`src/rtl/jt08_adpcm_pkg.sv`:
```
// Shared constants for the YM2610 ADPCM-A encoder and decoder.
// Holds the step and index-adjust tables, accumulator limits, and FSM states.
package jt08_adpcm_pkg;

   localparam logic [5:0]        IDX_MAX = 6'd48;
   localparam logic signed [13:0] ACC_MIN = -14'sd2048;
   localparam logic signed [13:0] ACC_MAX = 14'sd2047;

   localparam logic [10:0] STEP_TAB [0:48] = '{
      11'd16,   11'd17,   11'd19,   11'd21,   11'd23,   11'd25,   11'd28,
      11'd31,   11'd34,   11'd37,   11'd41,   11'd45,   11'd50,   11'd55,
      11'd60,   11'd66,   11'd73,   11'd80,   11'd88,   11'd97,   11'd107,
      11'd118,  11'd130,  11'd143,  11'd157,  11'd173,  11'd190,  11'd209,
      11'd230,  11'd253,  11'd279,  11'd307,  11'd337,  11'd371,  11'd408,
      11'd449,  11'd494,  11'd544,  11'd598,  11'd658,  11'd724,  11'd796,
      11'd876,  11'd963,  11'd1060, 11'd1166, 11'd1282, 11'd1411, 11'd1552
   };

   localparam logic signed [4:0] ADJ_TAB [0:7] = '{
      -5'sd1, -5'sd1, -5'sd1, -5'sd1, 5'sd2, 5'sd5, 5'sd7, 5'sd9
   };

   typedef enum logic [2:0] {
      ST_IDLE,
      ST_DIFF,
      ST_SRCH,
      ST_FIX,
      ST_UPD
   } state_t;

   // Next step index after emitting magnitude m, clamped to the table range.
   function automatic logic [5:0] idx_adv(input logic [5:0] idx, input logic [2:0] m);
      logic [6:0] sum;
      sum = {1'b0, idx} + {{2{ADJ_TAB[m][4]}}, ADJ_TAB[m]};
      if (sum[6])
         return 6'd0;
      else if (sum[5:0] > IDX_MAX)
         return IDX_MAX;
      else
         return sum[5:0];
   endfunction

endpackage

```
`src/rtl/jt08_adpcm_step.sv`:
```
// Registered step-size lookup; one clock-enable of latency from idx to step.
module jt08_adpcm_step
   import jt08_adpcm_pkg::*;
(
   input  logic        clk,
   input  logic        rst_n,
   input  logic        cen,
   input  logic [5:0]  idx,
   output logic [10:0] step
);

   always_ff @(posedge clk or negedge rst_n) begin
      if (!rst_n)
         step <= STEP_TAB[0];
      else if (cen)
         step <= STEP_TAB[(idx > IDX_MAX) ? IDX_MAX : idx];
   end

endmodule

```
`src/rtl/jt08_adpcm_enca.sv`:
```
// ADPCM-A encoder: 12-bit PCM targets in, packed nibble pairs out.
// Predictor state matches the channel decoder exactly, so playback tracks acc.
module jt08_adpcm_enca
   import jt08_adpcm_pkg::*;
(
   input  logic        clk,
   input  logic        rst_n,
   input  logic        cen,
   input  logic        clr,
   input  logic [15:0] pcm_in,
   input  logic        in_valid,
   output logic        in_ready,
   output logic [7:0]  byte_out,
   output logic        out_valid,
   input  logic        out_ready,
   output logic [19:0] byte_cnt
);

   state_t             state;
   logic signed [11:0] target;
   logic signed [11:0] acc;
   logic [5:0]         idx;
   logic               half;
   logic [3:0]         hi;
   logic               sign;
   logic [12:0]        mag;
   logic [2:0]         m;
   logic [1:0]         cnt;
   logic [10:0]        step;

   logic signed [12:0] diff;
   logic [2:0]         trial;
   logic [13:0]        trial_prod;
   logic [14:0]        delta_prod;
   logic [11:0]        delta;
   logic signed [13:0] acc_ext;
   logic signed [13:0] delta_ext;
   logic signed [13:0] next_acc;
   logic               wraps;
   logic               unused_bits;

   jt08_adpcm_step u_step (
      .clk   (clk),
      .rst_n (rst_n),
      .cen   (cen),
      .idx   (idx),
      .step  (step)
   );

   assign in_ready = rst_n && (state == ST_IDLE) && !out_valid;

   always_comb begin
      diff       = {target[11], target} - {acc[11], acc};
      // Search one magnitude bit per cycle, MSB first.
      trial      = m | (3'b100 >> cnt);
      trial_prod = {11'd0, trial} * {3'd0, step};
      delta_prod = {11'd0, m, 1'b1} * {4'd0, step};
      delta      = delta_prod[14:3];
      acc_ext    = {{2{acc[11]}}, acc};
      delta_ext  = {2'b00, delta};
      next_acc   = sign ? (acc_ext - delta_ext) : (acc_ext + delta_ext);
      wraps      = (next_acc < ACC_MIN) || (next_acc > ACC_MAX);
   end

   assign unused_bits = ^{pcm_in[3:0], trial_prod[1:0], delta_prod[2:0]};

   always_ff @(posedge clk or negedge rst_n) begin
      if (!rst_n) begin
         state     <= ST_IDLE;
         target    <= '0;
         acc       <= '0;
         idx       <= '0;
         half      <= 1'b0;
         hi        <= '0;
         sign      <= 1'b0;
         mag       <= '0;
         m         <= '0;
         cnt       <= '0;
         byte_out  <= '0;
         out_valid <= 1'b0;
         byte_cnt  <= '0;
      end else if (cen) begin
         if (out_valid && out_ready)
            out_valid <= 1'b0;
         if (clr) begin
            // A pending high nibble leaves as a padded byte that is not counted.
            if (half) begin
               byte_out  <= {hi, 4'h0};
               out_valid <= 1'b1;
            end
            acc      <= '0;
            idx      <= '0;
            half     <= 1'b0;
            byte_cnt <= '0;
            state    <= ST_IDLE;
         end else begin
            case (state)
               ST_IDLE: begin
                  if (in_valid && in_ready) begin
                     target <= pcm_in[15:4];
                     state  <= ST_DIFF;
                  end
               end
               ST_DIFF: begin
                  sign  <= diff[12];
                  mag   <= diff[12] ? 13'(-diff) : 13'(diff);
                  m     <= '0;
                  cnt   <= '0;
                  state <= ST_SRCH;
               end
               ST_SRCH: begin
                  if ({1'b0, trial_prod[13:2]} <= mag)
                     m <= trial;
                  cnt <= cnt + 2'd1;
                  if (cnt == 2'd2)
                     state <= ST_FIX;
               end
               ST_FIX: begin
                  // Back off until the step stays in range; m=0 can only fit by turning around.
                  if (wraps) begin
                     if (m != 3'd0) begin
                        m <= m - 3'd1;
                     end else begin
                        sign  <= ~sign;
                        state <= ST_UPD;
                     end
                  end else begin
                     state <= ST_UPD;
                  end
               end
               ST_UPD: begin
                  acc <= next_acc[11:0];
                  idx <= idx_adv(idx, m);
                  if (!half) begin
                     hi   <= {sign, m};
                     half <= 1'b1;
                  end else begin
                     byte_out  <= {hi, sign, m};
                     out_valid <= 1'b1;
                     half      <= 1'b0;
                     byte_cnt  <= byte_cnt + 20'd1;
                  end
                  state <= ST_IDLE;
               end
               default: state <= ST_IDLE;
            endcase
         end
      end
   end

endmodule
```
`config.mk`:
```
export PLATFORM = sky130hd
export DESIGN_NAME = jt08_adpcm_enca
export DESIGN_NICKNAME = d
export VERILOG_FILES = /design/src/rtl/jt08_adpcm_pkg.sv /design/src/rtl/jt08_adpcm_step.sv /design/src/rtl/jt08_adpcm_enca.sv
export SDC_FILE = /design/constraint.sdc
export NUM_CORES = 1
export LEC_CHECK = 0
export ABC_CLOCK_PERIOD_IN_PS = 7150
export BUFFER_PORTS_ARGS = -buffer_cell sky130_fd_sc_hd__buf_2
export CELL_PAD_IN_SITES_DETAIL_PLACEMENT = 1
export CELL_PAD_IN_SITES_GLOBAL_PLACEMENT = 1
export CORE_ASPECT_RATIO = 1.2
export CORE_MARGIN = 2
export CORE_UTILIZATION = 43
export DETAILED_ROUTE_END_ITERATION = 12
export PLACE_DENSITY_LB_ADDON = 0.1
export SLEW_MARGIN = 25
export SYNTH_ARGS = -nofsm -noshare
export SYNTH_HDL_FRONTEND = slang
export SYNTH_SLANG_ARGS = --single-unit
```
`constraint.sdc`:
```
create_clock -name clk -period 7.15 [get_ports clk]
set_clock_uncertainty 0.1 [all_clocks]
set_input_delay 1.43 -clock clk [delete_from_list [all_inputs] [get_ports clk]]
set_output_delay 1.43 -clock clk [all_outputs]
set_load 0.01 [all_outputs]
```
# Word-level counts from Yosys, hierarchy flattened
# Memory sizes are Yosys's and may differ from the RTL's. A register that Yosys moved wholly into a read port is not among the register bits.
# Index checks and enable logic that the tools add are counted.
# W data, S select, Z words.
[totals]
mem_count = 2
regBits = 86
latchBits = 0
input_bits = 22
ram_bits = 0
rom_bits = 744
[memory_table]
columns = ["name", "depth", "width", "rd", "rd_clocked_by_memory_dff", "wr", "line", "source"]
rows = [
  ["(no name shown)", 64, 11, 1, 1, 0, "jt08_adpcm_step.sv:16", "step <= STEP_TAB[(idx > IDX_MAX) ? IDX_MAX : idx];"],
  ["(no name shown)", 8, 5, 1, 0, 0, "jt08_adpcm_pkg.sv:34", "sum = {1'b0, idx} + {{2{ADJ_TAB[m][4]}}, ADJ_TAB[m]};"],
]
[classes]
bitwise = 6
add_sub_neg = 8
n_mul = 2
div_mod_pow = 0
n_reduce_logical = 24
magnitude_cmp = 6
shifts = 1
n_mux = 39
eq_ne = 12
[ops]
columns = ["cell", "count"]
rows = [
  ["$mux W20", 3],
  ["$mux W8", 4],
  ["$mux W6", 5],
  ["$mux W12", 2],
  ["$mux W3", 8],
  ["$add A20 B1 Y20 const B", 1],
  ["$mul A4 B11 Y15", 1],
  ["$add A12 B13 Y14", 1],
  ["$gt A14 B12 Y1 const B", 1],
  ["$lt A14 B12 Y1 const B", 1],
  ["$mul A3 B11 Y14", 1],
  ["$mux W14", 1],
  ["$sub A12 B13 Y14", 1],
  ["$le A12 B13 Y1", 1],
  ["$mux W13", 1],
  ["$neg A13 Y13", 1],
  ["$sub A12 B12 Y13", 1],
  ["$gt A6 B6 Y1 const B", 2],
  ["$pmux W3 S4", 1],
  ["$reduce_and A3 Y1", 4],
  ["$reduce_and A4 Y1", 3],
  ["$mux W5", 2],
  ["$mux W1", 9],
  ["$pmux W3 S3", 1],
  ["28 further kinds", 42],
]

# Depth between registers and ports, before layout
# Gate-level depths: netlist (run 1).
[logic_depth]
ltp_word = 10
ltp_mapped = 28

# By module
# A second synthesis (run 1) with hierarchy kept.
[unflattened]
hier_cells = 1142
area_unflattened_um2 = 9585.4
[by_module_without_submodules]
columns = ["module", "area_per_inst_um2", "cells_per_inst", "n_inst"]
rows = [
  ["jt08_adpcm_enca", 8350.5, 991, 1],
  ["jt08_adpcm_step", 1234.9, 151, 1],
]

# Worst setup path after synthesis (run 1)
# Ideal clock, no wire load.
[synth_path]
path_type = "reg2reg"
from = "register m[1]"
to = "register state[0]"
arrival_time_ns = 6.490
period_less_slack_ns = 6.714
setup_slack_ns = 0.436
required_time_ns = 6.925
setup_ns = 0.125
stages_incl_launch_ff = 27
path_cell_list = "dfrtp_1 -> clkbuf_1 -> clkinv_1 -> nor2_1 -> fa_1 -> inv_1 -> fa_1 -> inv_1 -> ha_1 -> a21o_1 -> a32o_1 -> or4_1 -> a2111o_1 -> a211o_1 -> nand2_1 -> xnor2_1 -> ha_1 -> nand3_1 -> nor2_1 -> a211oi_1 -> a31oi_1 -> o21ai_0 -> nand2b_1 -> xnor3_1 -> mux2i_4 -> o41ai_1 -> mux2_2"
[synth_between]
elab_chain_cells = 8
elab_cells_between_ends = 13
classes_between = "add/sub (2); mul (1); order compare (2); eq/ne (1); mux (4); reduce/logical (3)"
[synth_lines]
columns = ["item", "line", "source"]
rows = [
  ["start: declaration", "jt08_adpcm_enca.sv:27", "logic [2:0] m;"],
  ["start signal: assignment", "jt08_adpcm_enca.sv:113", "m <= trial;"],
  ["start signal: assignment", "jt08_adpcm_enca.sv:122", "m <= m - 3'd1;"],
  ["$mul A4 B11 Y15", "jt08_adpcm_enca.sv:57", "delta_prod = {11'd0, m, 1'b1} * {4'd0, step};"],
  ["$add A12 B13 Y14 / $sub A12 B13 Y14 (equally long branches)", "jt08_adpcm_enca.sv:61", "next_acc = sign ? (acc_ext - delta_ext) : (acc_ext + delta_ext);"],
  ["$mux W14", "jt08_adpcm_enca.sv:61", ""],
  ["$lt A14 B12 Y1 / $gt A14 B12 Y1 (equally long branches)", "jt08_adpcm_enca.sv:62", "wraps = (next_acc < ACC_MIN) || (next_acc > ACC_MAX);"],
  ["$logic_or A1 B1 Y1", "jt08_adpcm_enca.sv:62", ""],
  ["$mux W3", "jt08_adpcm_enca.sv:120", "if (wraps) begin"],
  ["$pmux W3 S4", "jt08_adpcm_enca.sv:97", "case (state)"],
  ["$mux W3", "jt08_adpcm_enca.sv:85", "if (clr) begin"],
  ["end signal: assignment", "jt08_adpcm_enca.sv:95", "state <= ST_IDLE;"],
  ["end signal: assignment", "jt08_adpcm_enca.sv:101", "state <= ST_DIFF;"],
  ["end signal: assignment", "jt08_adpcm_enca.sv:125", "state <= ST_UPD;"],
  ["end: declaration", "jt08_adpcm_enca.sv:19", "state_t state;"],
]
# Several ways; a longest one is shown, not always the timed one.
# A chain may end at the register's enable or synchronous reset.

# Worst setup path after layout (run 1)
[layout_path]
from = "register u_step.step[2]"
to = "register state[0]"
[layout_between]
elab_chain_cells = 8
elab_cells_between_ends = 12
classes_between = "add/sub (2); mul (1); order compare (2); eq/ne (1); mux (4); reduce/logical (2)"
[layout_lines]
columns = ["item", "line", "source"]
rows = [
  ["start: declaration", "jt08_adpcm_step.sv:9", "output logic [10:0] step"],
  ["$mul A4 B11 Y15 *", "jt08_adpcm_enca.sv:57", ""],
  ["$add A12 B13 Y14 / $sub A12 B13 Y14 (equally long branches)", "jt08_adpcm_enca.sv:61", ""],
  ["$mux W14 *", "jt08_adpcm_enca.sv:61", ""],
  ["$lt A14 B12 Y1 / $gt A14 B12 Y1 (equally long branches)", "jt08_adpcm_enca.sv:62", ""],
  ["$logic_or A1 B1 Y1 *", "jt08_adpcm_enca.sv:62", ""],
  ["$mux W3", "jt08_adpcm_enca.sv:120", ""],
  ["$pmux W3 S4", "jt08_adpcm_enca.sv:97", ""],
  ["$mux W3", "jt08_adpcm_enca.sv:85", ""],
]
# Every way passes the cells marked *; elsewhere a longest branch is shown, timed or not.

==> flow_summary.json, run 1 <==
{
  "setup_ws_ps": 362.7,
  "grt_busiest_layer": "met2",
  "place_congestion": 0.8098,
  "antenna_found_initial": 0,
  "grt_max_degree": 57,
  "drive_gt1_share_pct": 12.51,
  "rr_endpoint": "state[0]",
  "p_leak_nw": 4.826,
  "clk_latency_ps": 360,
  "synth_warnings": 0,
  "synthMuxAreaShare_pct": 3.771,
  "portBuffers": 47,
  "synth.area.top_cells": "dfrtp_1 (27%), ha_1 (12%), fa_1 (6.9%), nand2_1 (5.4%), inv_1 (4.6%)",
  "grt_pass1_wl_um": 40990,
  "die_w_um": 136.2,
  "max_cap_violations": 0,
  "rows": 58,
  "synth_top_flop_cell": "dfrtp_1",
  "syn_avg_cell_area_um2": 8.324,
  "start_kind": "register",
  "use_met2_pct": 43.54,
  "hold_class": "register to register",
  "drv_slew": 0,
  "vias": 7745,
  "syn-cell-area_um2": 9024,
  "num_antenna_cells": 0,
  "fill_cells": 2565,
  "min_period_over_period_pct": 94.93,
  "r2r_slack_ps": 360,
  "ff_latch_area_um2": 2431,
  "vdd_drop_max_mv": 0.1399,
  "synth_top_family_by_area": "adder cells",
  "yosys.area_share.simple_pct": 18.07,
  "synth_xor_area_share_pct": 6.850,
  "htreeDepth": 3,
  "critical_path_class": "register to register",
  "cts_buffers": 9,
  "syn-num-nets": 1225,
  "status": "complete, no violations",
  "placedCellCount": 1388,
  "synth-compound-area-share_pct": 18.80,
  "cts_root_buf": "clkbuf_16",
  "multi_input_area_um2": 6070,
  "drc": 0,
  "grt_use_met1_pct": 28.66,
  "path_buf_inv": 2,
  "holdPathStages": 2,
  "synth_common_cells": "nand2_1 (130), inv_1 (110), nor2_1 (104)",
  "post-place-ws_ps": -13.43,
  "path_clk_slew_ps": 80,
  "yosys.area.top_type": "dfrtp_1",
  "min-delay-start": "hi[2]",
  "cp_top_family": "adder cells",
  "tightest_slew_ps": 933.9,
  "endpoint_kind": "register",
  "rr_startpoint": "u_step.step[2]",
  "ys_seq_elements": 97,
  "use_met3_pct": 2.397,
  "hold_viol": 0,
  "design.core.area_um2": 20750,
  "dp_hpwl_um": 19710,
  "final_nets": 1271,
  "grt_util_all_layers_pct": 23.20,
  "die-area_um2": 22160,
  "grt-ovfl-total": 0,
  "slew_headroom_pct": 37.74,
  "path_cells": "and2_1 -> fa_1 -> inv_1 -> fa_1 -> inv_1 -> ha_1 -> and4_1 -> a32o_1 -> or4_1 -> a2111o_1 -> a211o_1 -> nand2_1 -> xnor2_1 -> ha_2 -> nand4_1 -> nor2_1 -> a21oi_2 -> a31oi_2 -> o21ai_0 -> nand2b_1 -> xnor3_1 -> mux2i_4 -> o41ai_4 -> mux2_2",
  "clockBufferDepth": 2,
  "required_ps": 7290,
  "avgViaCountPerCell": 5.512,
  "cp_slowest_stage_delay_ps": 540,
  "synthAdderAreaFrac_pct": 19.08,
  "wirelength_um": 24890,
  "syn_inst": 1084,
  "wl_per_cell_um": 17.71,
  "cts_tree": "done",
  "clock.fmax_mhz": 147.3,
  "antenna_left": 0,
  "rsz0062_at_grt": "no",
  "ys_types": 67,
  "cts_sinks": 97,
  "ios": 52,
  "cp_max_fo": 9,
  "hold_end": "byte_out[6]",
  "first_pass_iters": 4,
  "finalSetupViolCount": 0,
  "start_util_pct": 43.48,
  "synthArstFlopShare_pct": 100.0,
  "ys_seq_area_share_pct": 26.91,
  "synth_top_cell_area_share_pct": 26.62,
  "synth_edf_count": 0,
  "postLayoutCoreUtil_pct": 48.34,
  "r2r.worst_path.cells": 24,
  "cp.arrival_ps": 6930,
  "slowest_stage": "fa_1",
  "grt_pass1_vias": 8112,
  "min_period_ps": 6787,
  "die_y_um": 162.7,
  "dr.first_iter.drc_count": 297,
  "power-per-cell-area_nw_per_um2": 234.2,
  "area_growth_pct": 11.18,
  "yosysMostFrequentCell": "nand2_1",
  "layoutNonFillerInstCount": 1405
}
per-layer routing:
metal / share of wire [%] / wire (um) / vias up
met2: 53 / 13170 / 59
met1: 44 / 11010 / 3855
li1: - / - / 3812
met4: 1.2 / 291 / 0
met3: 1.7 / 418 / 19
met5: 0 / 0 / -
worst max-delay path by stage:
stage	from	to	slack [ps]	depth (start not counted)
floorplan	m[1]	state[0]	440	26
global placement	m[1]	state[0]	110	25
detailed placement	m[1]	state[0]	-10	24
CTS	u_step.step[3]	state[0]	10	25
global route	m[2]	state[0]	40	25
finish	u_step.step[2]	state[0]	360	24
flip-flops by register name, summed over array words and instances, names as in the netlist:
register and cells:
byte_cnt 20, mag 13, acc 12, target 12, u_step.step 11, byte_out 8, idx 6, hi 4
m 3, state 3, cnt 2, half 1, out_valid 1, sign 1
cell usage in the layout (no fill, tap or decap), drive strengths merged, types with 20 or more instances in the layout:
cell,synthesis,final
nor2,104,104
xnor2,35,35
o21ai,78,78
a21o,22,22
nand2,130,130
dfrtp,96,96
ha,88,88
a21oi,56,56
inv,111,113
xor2,33,33
mux2,20,20
buf,6,73
fa,31,31
power breakdown:
group	internal, mW	switching (mW)
sequential	0.626	0.0650
combinational	0.462	0.657
clock	0.291	0.248
what timing repair did:
action	4_1_cts	5_1_grt
endpoints found under the setup margin	1	6
pin swaps	0	4
gates resized for setup	1	16
buffers inserted	0	1
hold buffers	0	0
gates cloned	0	0
cells by family (layout without fill, tap and decap cells):
| logic type | count (synthesis) | after routing |
|---|---|---|
| mux | 29 | 29 |
| simple gates | 355 | 355 |
| compound gates | 263 | 263 |
| buf+inv | 152 | 203 |
| fa+ha+maj | 119 | 119 |
| flops | 97 | 97 |
| xor+xnor | 69 | 69 |
worst reg2reg max path, stage by stage (launching register included):
cell and delay, ps:
dfrtp_2 480, and2_1 200, fa_1 540, inv_1 50, fa_1 490, inv_1 40, ha_1 390, and4_1 230
a32o_1 250, or4_1 540, a2111o_1 450, a211o_1 280, nand2_1 90, xnor2_1 90, ha_2 390, nand4_1 190
nor2_1 180, a21oi_2 90, a31oi_2 180, o21ai_0 100, nand2b_1 80, xnor3_1 260, mux2i_4 250, o41ai_4 350
mux2_2 370
final cells by class:
| cell class | count | share of cell area, % |
|---|---|---|
| Timing Repair Buffer | 73 | 4.315 |
| Clock inverter | 6 | 0.8606 |
| Multi-Input combinational cell | 835 | 60.50 |
| Sequential cell | 97 | 24.23 |
| Tap cell | 270 | 3.367 |
| Inverter | 114 | 4.340 |
| Clock buffer | 10 | 2.382 |
per-stage QoR:
stage               hold WS, ps  TNS [ps]  area (um2)  power, mW
floorplan                 334.8         0        9024      1.498
global placement          357.1         0        9627      1.759
detailed placement        358.0    -13.43        9627      1.798
CTS                       378.5         0        9957      2.352
global route              415.2         0       10030      2.533
finish                    375.7         0       10030      2.350
Power figures use the tool's default switching activity.
==> run 2: changes to the inputs <==
--- a/config.mk
+++ b/config.mk
@@ -5,13 +5,13 @@
 export SDC_FILE = /design/constraint.sdc
 export NUM_CORES = 1
 export LEC_CHECK = 0
-export ABC_CLOCK_PERIOD_IN_PS = 7150
+export ABC_CLOCK_PERIOD_IN_PS = 7200
 export BUFFER_PORTS_ARGS = -buffer_cell sky130_fd_sc_hd__buf_2
 export CELL_PAD_IN_SITES_DETAIL_PLACEMENT = 1
 export CELL_PAD_IN_SITES_GLOBAL_PLACEMENT = 1
 export CORE_ASPECT_RATIO = 1.2
 export CORE_MARGIN = 2
-export CORE_UTILIZATION = 43
+export CORE_UTILIZATION = 48
 export DETAILED_ROUTE_END_ITERATION = 12
 export PLACE_DENSITY_LB_ADDON = 0.1
 export SLEW_MARGIN = 25
==> constraint.sdc (replaced) <==
create_clock -name clk -period 7.2 [get_ports clk]
set_clock_uncertainty 0.1 [all_clocks]
set_input_delay 1.44 -clock clk [delete_from_list [all_inputs] [get_ports clk]]
set_output_delay 1.44 -clock clk [all_outputs]
set_load 0.05 [all_outputs]
==> flow_summary.json, run 2 (synthesis results as in run 1) <==
{
  "status": "complete, no violations",
  "cp.arrival_ps": 6930,
  "wl_per_cell_um": 17.09,
  "place_congestion": 0.8231,
  "num_antenna_cells": 0,
  "layout_commonest_cell": "nand2_1",
  "layoutNonFillerInstCount": 1386,
  "area_growth_pct": 10.23,
  "hold_viol": 0,
  "required_ps": 7330,
  "start_kind": "register",
  "drv_slew": 0,
  "vias": 7717,
  "cts_tree": "done",
  "portBuffers": 47,
  "grt_max_degree": 56,
  "start_util_pct": 49.28,
  "placedCellCount": 1367,
  "clk_latency_ps": 350,
  "largest_reg_flops": 20,
  "cts_sinks": 97,
  "tightest_slew_ps": 945.6,
  "avgViaCountPerCell": 5.568,
  "die-area_um2": 19920,
  "top_regs": "byte_cnt (20), mag (13)",
  "hold_class": "register to register",
  "min_period_ps": 6801,
  "critical_path_class": "register to register",
  "grt-ovfl-total": 0,
  "htreeDepth": 3,
  "cp_max_fo": 7,
  "path_clk_slew_ps": 80,
  "final_cell_mix": "nand2_1 (130), inv_1 (110), nor2_1 (103), dfrtp_1 (95), ha_1 (86)",
  "rows": 54,
  "drive_gt1_share_pct": 11.82,
  "final_nets": 1270,
  "dr.first_iter.drc_count": 312,
  "grt_util_all_layers_pct": 25.00,
  "grt_pass1_wl_um": 40080,
  "top_register": "byte_cnt",
  "finalSetupViolCount": 0,
  "clock.fmax_mhz": 147.0,
  "p_leak_nw": 4.808,
  "antenna_left": 0,
  "power-per-cell-area_nw_per_um2": 230.4,
  "ios": 52,
  "cts_root_buf": "clkbuf_16",
  "vdd_drop_max_mv": 0.1056,
  "clockBufferDepth": 2,
  "cts_buffers": 9,
  "drc": 0,
  "grt_pass1_vias": 7975,
  "antenna_found_initial": 0,
  "r2r_slack_ps": 400,
  "die_y_um": 154.2,
  "first_pass_iters": 4,
  "endpoint_kind": "register",
  "wirelength_um": 23690,
  "dp_hpwl_um": 19080,
  "slew_headroom_pct": 36.96,
  "die_w_um": 129.2,
  "min_period_over_period_pct": 94.46,
  "rsz0062_at_grt": "no",
  "design.core.area_um2": 18310,
  "postLayoutCoreUtil_pct": 54.33,
  "max_cap_violations": 0
}
-- run 2: cell types whose count changed in the layout (fill, tap and decap cells not counted), sizes merged --
| cell | change |
|---|---|
| buf | -1 |
| bufinv | -1 |
| clkinv | +1 |
-- run 2: cell type report --
class / instances / area (um2)
clock buffer: 10 / 239.0
clock inverter: 6 / 61.31
fill: 2278 / 8363
inverter: 114 / 434.2
multi-input combinational: 835 / 6042
sequential: 97 / 2430
tap: 252 / 315.3
timing repair buffer: 72 / 425.4
-- run 2: routing by layer --
metal,GRT usage [%],part of all wire (%)
met5,0,0
met4,6.625,1.5
met3,2.214,1.5
met2,45.04,52
met1,31.90,45
-- run 2: what timing repair did --
action                                  in CTS  in global routing
endpoints found under the setup margin       1                  6
endpoints found under the hold margin        0                  0
gates resized for setup                      1                  9
pin swaps                                    0                  4
buffers inserted                             0                  3
hold buffers                                 0                  0
-- run 2: final timing paths --
path / from / endpoint / cells after the start
hold reg to reg: hi[0] / byte_out[4] / 2
setup / recovery: m[2] / state[0] / 25
min in group asynchronous: rst_n / target[5] / 1
max in group asynchronous: rst_n / cnt[0] / 2
setup reg to reg: m[2] / state[0] / 25
hold / removal: hi[0] / byte_out[4] / 2
-- run 2: power by group --
group	leakage [nW]	switching, mW	internal, mW
clock network	0.144	0.238	0.252
registers	1.29	0.0634	0.622
logic	3.38	0.652	0.464
-- run 2: metrics by stage --
stage	setup slack (ps)	setup TNS (ps)	hold slack [ps]	power (mW)	cell area (um2)
2_1_floorplan	485.5	0	334.8	1.508	9024
3_3_place_gp	77.90	0	357.0	1.771	9582
3_5_place_dp	-9.305	-9.305	358.8	1.802	9582
4_1_cts	70.58	0	378.5	2.308	9889
5_1_grt	114.6	0	412.9	2.478	9947
6_report	399.2	0	368.2	2.291	9947
-- run 2: worst max-delay path, stage by stage, from the launching register on --
cell	delay [ps]
dfrtp_2	480
inv_4	120
nor2_1	70
fa_1	540
inv_1	50
fa_1	500
inv_1	40
ha_1	360
a21o_1	230
a32o_1	290
or4_1	540
a2111o_1	440
a211o_1	280
nand2_1	90
xnor2_1	100
ha_2	380
nand4_1	160
a21oi_1	200
a21oi_2	60
a31oi_1	210
o21ai_0	100
nand2b_1	80
xnor3_1	260
mux2i_4	240
o41ai_4	360
mux2_2	380
==> run 3: changes to the inputs <==
--- a/config.mk
+++ b/config.mk
@@ -6,13 +6,14 @@
 export NUM_CORES = 1
 export LEC_CHECK = 0
 export ABC_CLOCK_PERIOD_IN_PS = 7200
-export BUFFER_PORTS_ARGS = -buffer_cell sky130_fd_sc_hd__buf_2
+export BUFFER_PORTS_ARGS = -buffer_cell sky130_fd_sc_hd__buf_4
 export CELL_PAD_IN_SITES_DETAIL_PLACEMENT = 1
 export CELL_PAD_IN_SITES_GLOBAL_PLACEMENT = 1
 export CORE_ASPECT_RATIO = 1.2
 export CORE_MARGIN = 2
 export CORE_UTILIZATION = 48
 export DETAILED_ROUTE_END_ITERATION = 12
+export GPL_ROUTABILITY_DRIVEN = 1
 export PLACE_DENSITY_LB_ADDON = 0.1
 export SLEW_MARGIN = 25
 export SYNTH_ARGS = -nofsm -noshare
==> flow_summary.json, run 3 (synthesis results as in run 1) <==
{
  "status": "complete, no violations",
  "path_clk_slew_ps": 80,
  "start_util_pct": 49.28,
  "intPower_mw": 1.334,
  "htreeDepth": 3,
  "max_cap_violations": 0,
  "rows": 54,
  "top_register": "byte_cnt",
  "p_leak_nw": 4.832,
  "layout_commonest_cell": "nand2_1",
  "vias": 7837,
  "power.switching_uw": 965.0,
  "avgViaCountPerCell": 5.626,
  "hold_class": "register to register",
  "dr.first_iter.drc_count": 264,
  "drv_slew": 0,
  "finalSetupViolCount": 0,
  "place_congestion": 0.8676,
  "drc": 0,
  "grt_pass1_vias": 8351,
  "antenna_left": 0,
  "cts_root_buf": "clkbuf_16",
  "largest_reg_flops": 20,
  "area_growth_pct": 12.06,
  "clock.fmax_mhz": 145.7,
  "tns_ps": 0,
  "grt-ovfl-total": 0,
  "grt_pass1_wl_um": 41070,
  "design.core.area_um2": 18310,
  "seq_power_share_pct": 30.0,
  "vdd_drop_max_mv": 0.1114,
  "dp_hpwl_um": 19720,
  "cts_sinks": 97,
  "start_kind": "register",
  "grt_max_degree": 62,
  "cts_buffers": 9,
  "antenna_found_initial": 0,
  "portBuffers": 47,
  "slew_headroom_pct": 34.01,
  "fill_cells": 2239,
  "cts_tree": "done",
  "use_met3_pct": 2.352,
  "ff_latch_area_um2": 2430,
  "pwr-share-comb_pct": 49.7,
  "setup_ws_ps": 334.2,
  "hold_viol": 0,
  "wirelength_um": 24750,
  "min_period_ps": 6866,
  "required_ps": 7330,
  "die_y_um": 154.2,
  "power-per-cell-area_nw_per_um2": 227.3,
  "rsz0062_at_grt": "no",
  "multi_input_area_um2": 6057,
  "tightest_slew_ps": 989.8,
  "die-area_um2": 19920,
  "critical_path_class": "register to register",
  "use_met2_pct": 47.84,
  "grt_util_all_layers_pct": 25.56,
  "drive_gt1_share_pct": 12.88,
  "clockBufferDepth": 2,
  "grt_use_met1_pct": 30.63,
  "p_sw_share_pct": 41.98,
  "clk_latency_ps": 360,
  "wl_per_cell_um": 17.77,
  "num_antenna_cells": 0,
  "die_w_um": 129.2,
  "cp.arrival_ps": 7000,
  "first_pass_iters": 4,
  "final_cell_mix": "nand2_1 (130), inv_1 (110), nor2_1 (103), dfrtp_1 (95), ha_1 (85)",
  "cp_max_fo": 11,
  "top_regs": "byte_cnt (20), mag (13)",
  "ios": 52,
  "post-place-ws_ps": 27.76,
  "holdWs_ps": 380.3,
  "clockPowerShare_pct": 20.3,
  "final_nets": 1278,
  "endpoint_kind": "register",
  "grt_busiest_layer": "met2",
  "min_period_over_period_pct": 95.36
}
-- run 3: what timing repair did --
item                       in CTS  in global routing
setup endpoints to repair       0                  6
hold buffers                    0                  0
buffers inserted                0                  7
gates resized for setup         0                 16
-- run 3: cell type report --
cell class	count	share of cell area, %
clock buffer	9	2.227
clock inverter	6	0.4826
inverter	114	4.306
multi-input combinational	835	59.90
sequential	97	24.03
tap	252	3.118
timing repair buffer	80	5.939
-- run 3: final timing paths --
kind / from / end / slack, ps / depth (start not counted)
setup / recovery: m[1] / m[1] / 330 / 25
hold / removal: hi[3] / byte_out[7] / 380 / 2
setup reg to reg: m[1] / m[1] / 330 / 25
hold reg to reg: hi[3] / byte_out[7] / 380 / 2
max in group asynchronous: rst_n / m[2] / 4790 / 2
min in group asynchronous: rst_n / target[5] / 950 / 1
-- run 3: metal layers --
| metal | part of all wire, % | vias up | wire length (um) |
|---|---|---|---|
| li1 | - | 3828 | - |
| met1 | 43 | 3909 | 10770 |
| met2 | 53 | 75 | 13190 |
| met3 | 1.7 | 25 | 430 |
| met4 | 1.5 | 0 | 363 |
| met5 | 0 | - | 0 |
-- run 3: per-stage QoR --
stage,utilization [%],total power [mW],area (um2),instances
floorplan,-,1.508,9024,1084
global placement,53.12,1.775,9727,1371
detailed placement,53.12,1.823,9727,1371
CTS,54.62,2.301,10000,1386
global route,55.23,2.477,10110,1393
finish,55.23,2.299,10110,1393
-- run 3: worst max-delay path: stages, from the launching register on --
cell and delay [ps]:
dfrtp_1 420, buf_4 200, and2_1 170, fa_1 520, inv_1 70, fa_1 510
inv_1 50, ha_2 330, a21o_1 210, a32o_1 240, or4_1 540, a2111o_1 450
a211o_1 250, buf_4 140, o31a_1 250, xnor2_1 130, ha_1 340, o21ai_0 130
a31oi_2 200, o21ai_1 80, nand2b_1 90, xnor3_2 280, mux2i_4 230, buf_4 180
a211oi_4 290, mux2_1 360
-- run 3: power groups by stage --
stage	sequential (mW)	clock, mW	combinational [mW]
2_1_floorplan	0.687	0	0.821
3_3_place_gp	0.692	0	1.08
3_5_place_dp	0.698	0	1.12
4_1_cts	0.688	0.478	1.14
5_1_grt	0.699	0.496	1.28
6_report	0.689	0.467	1.14
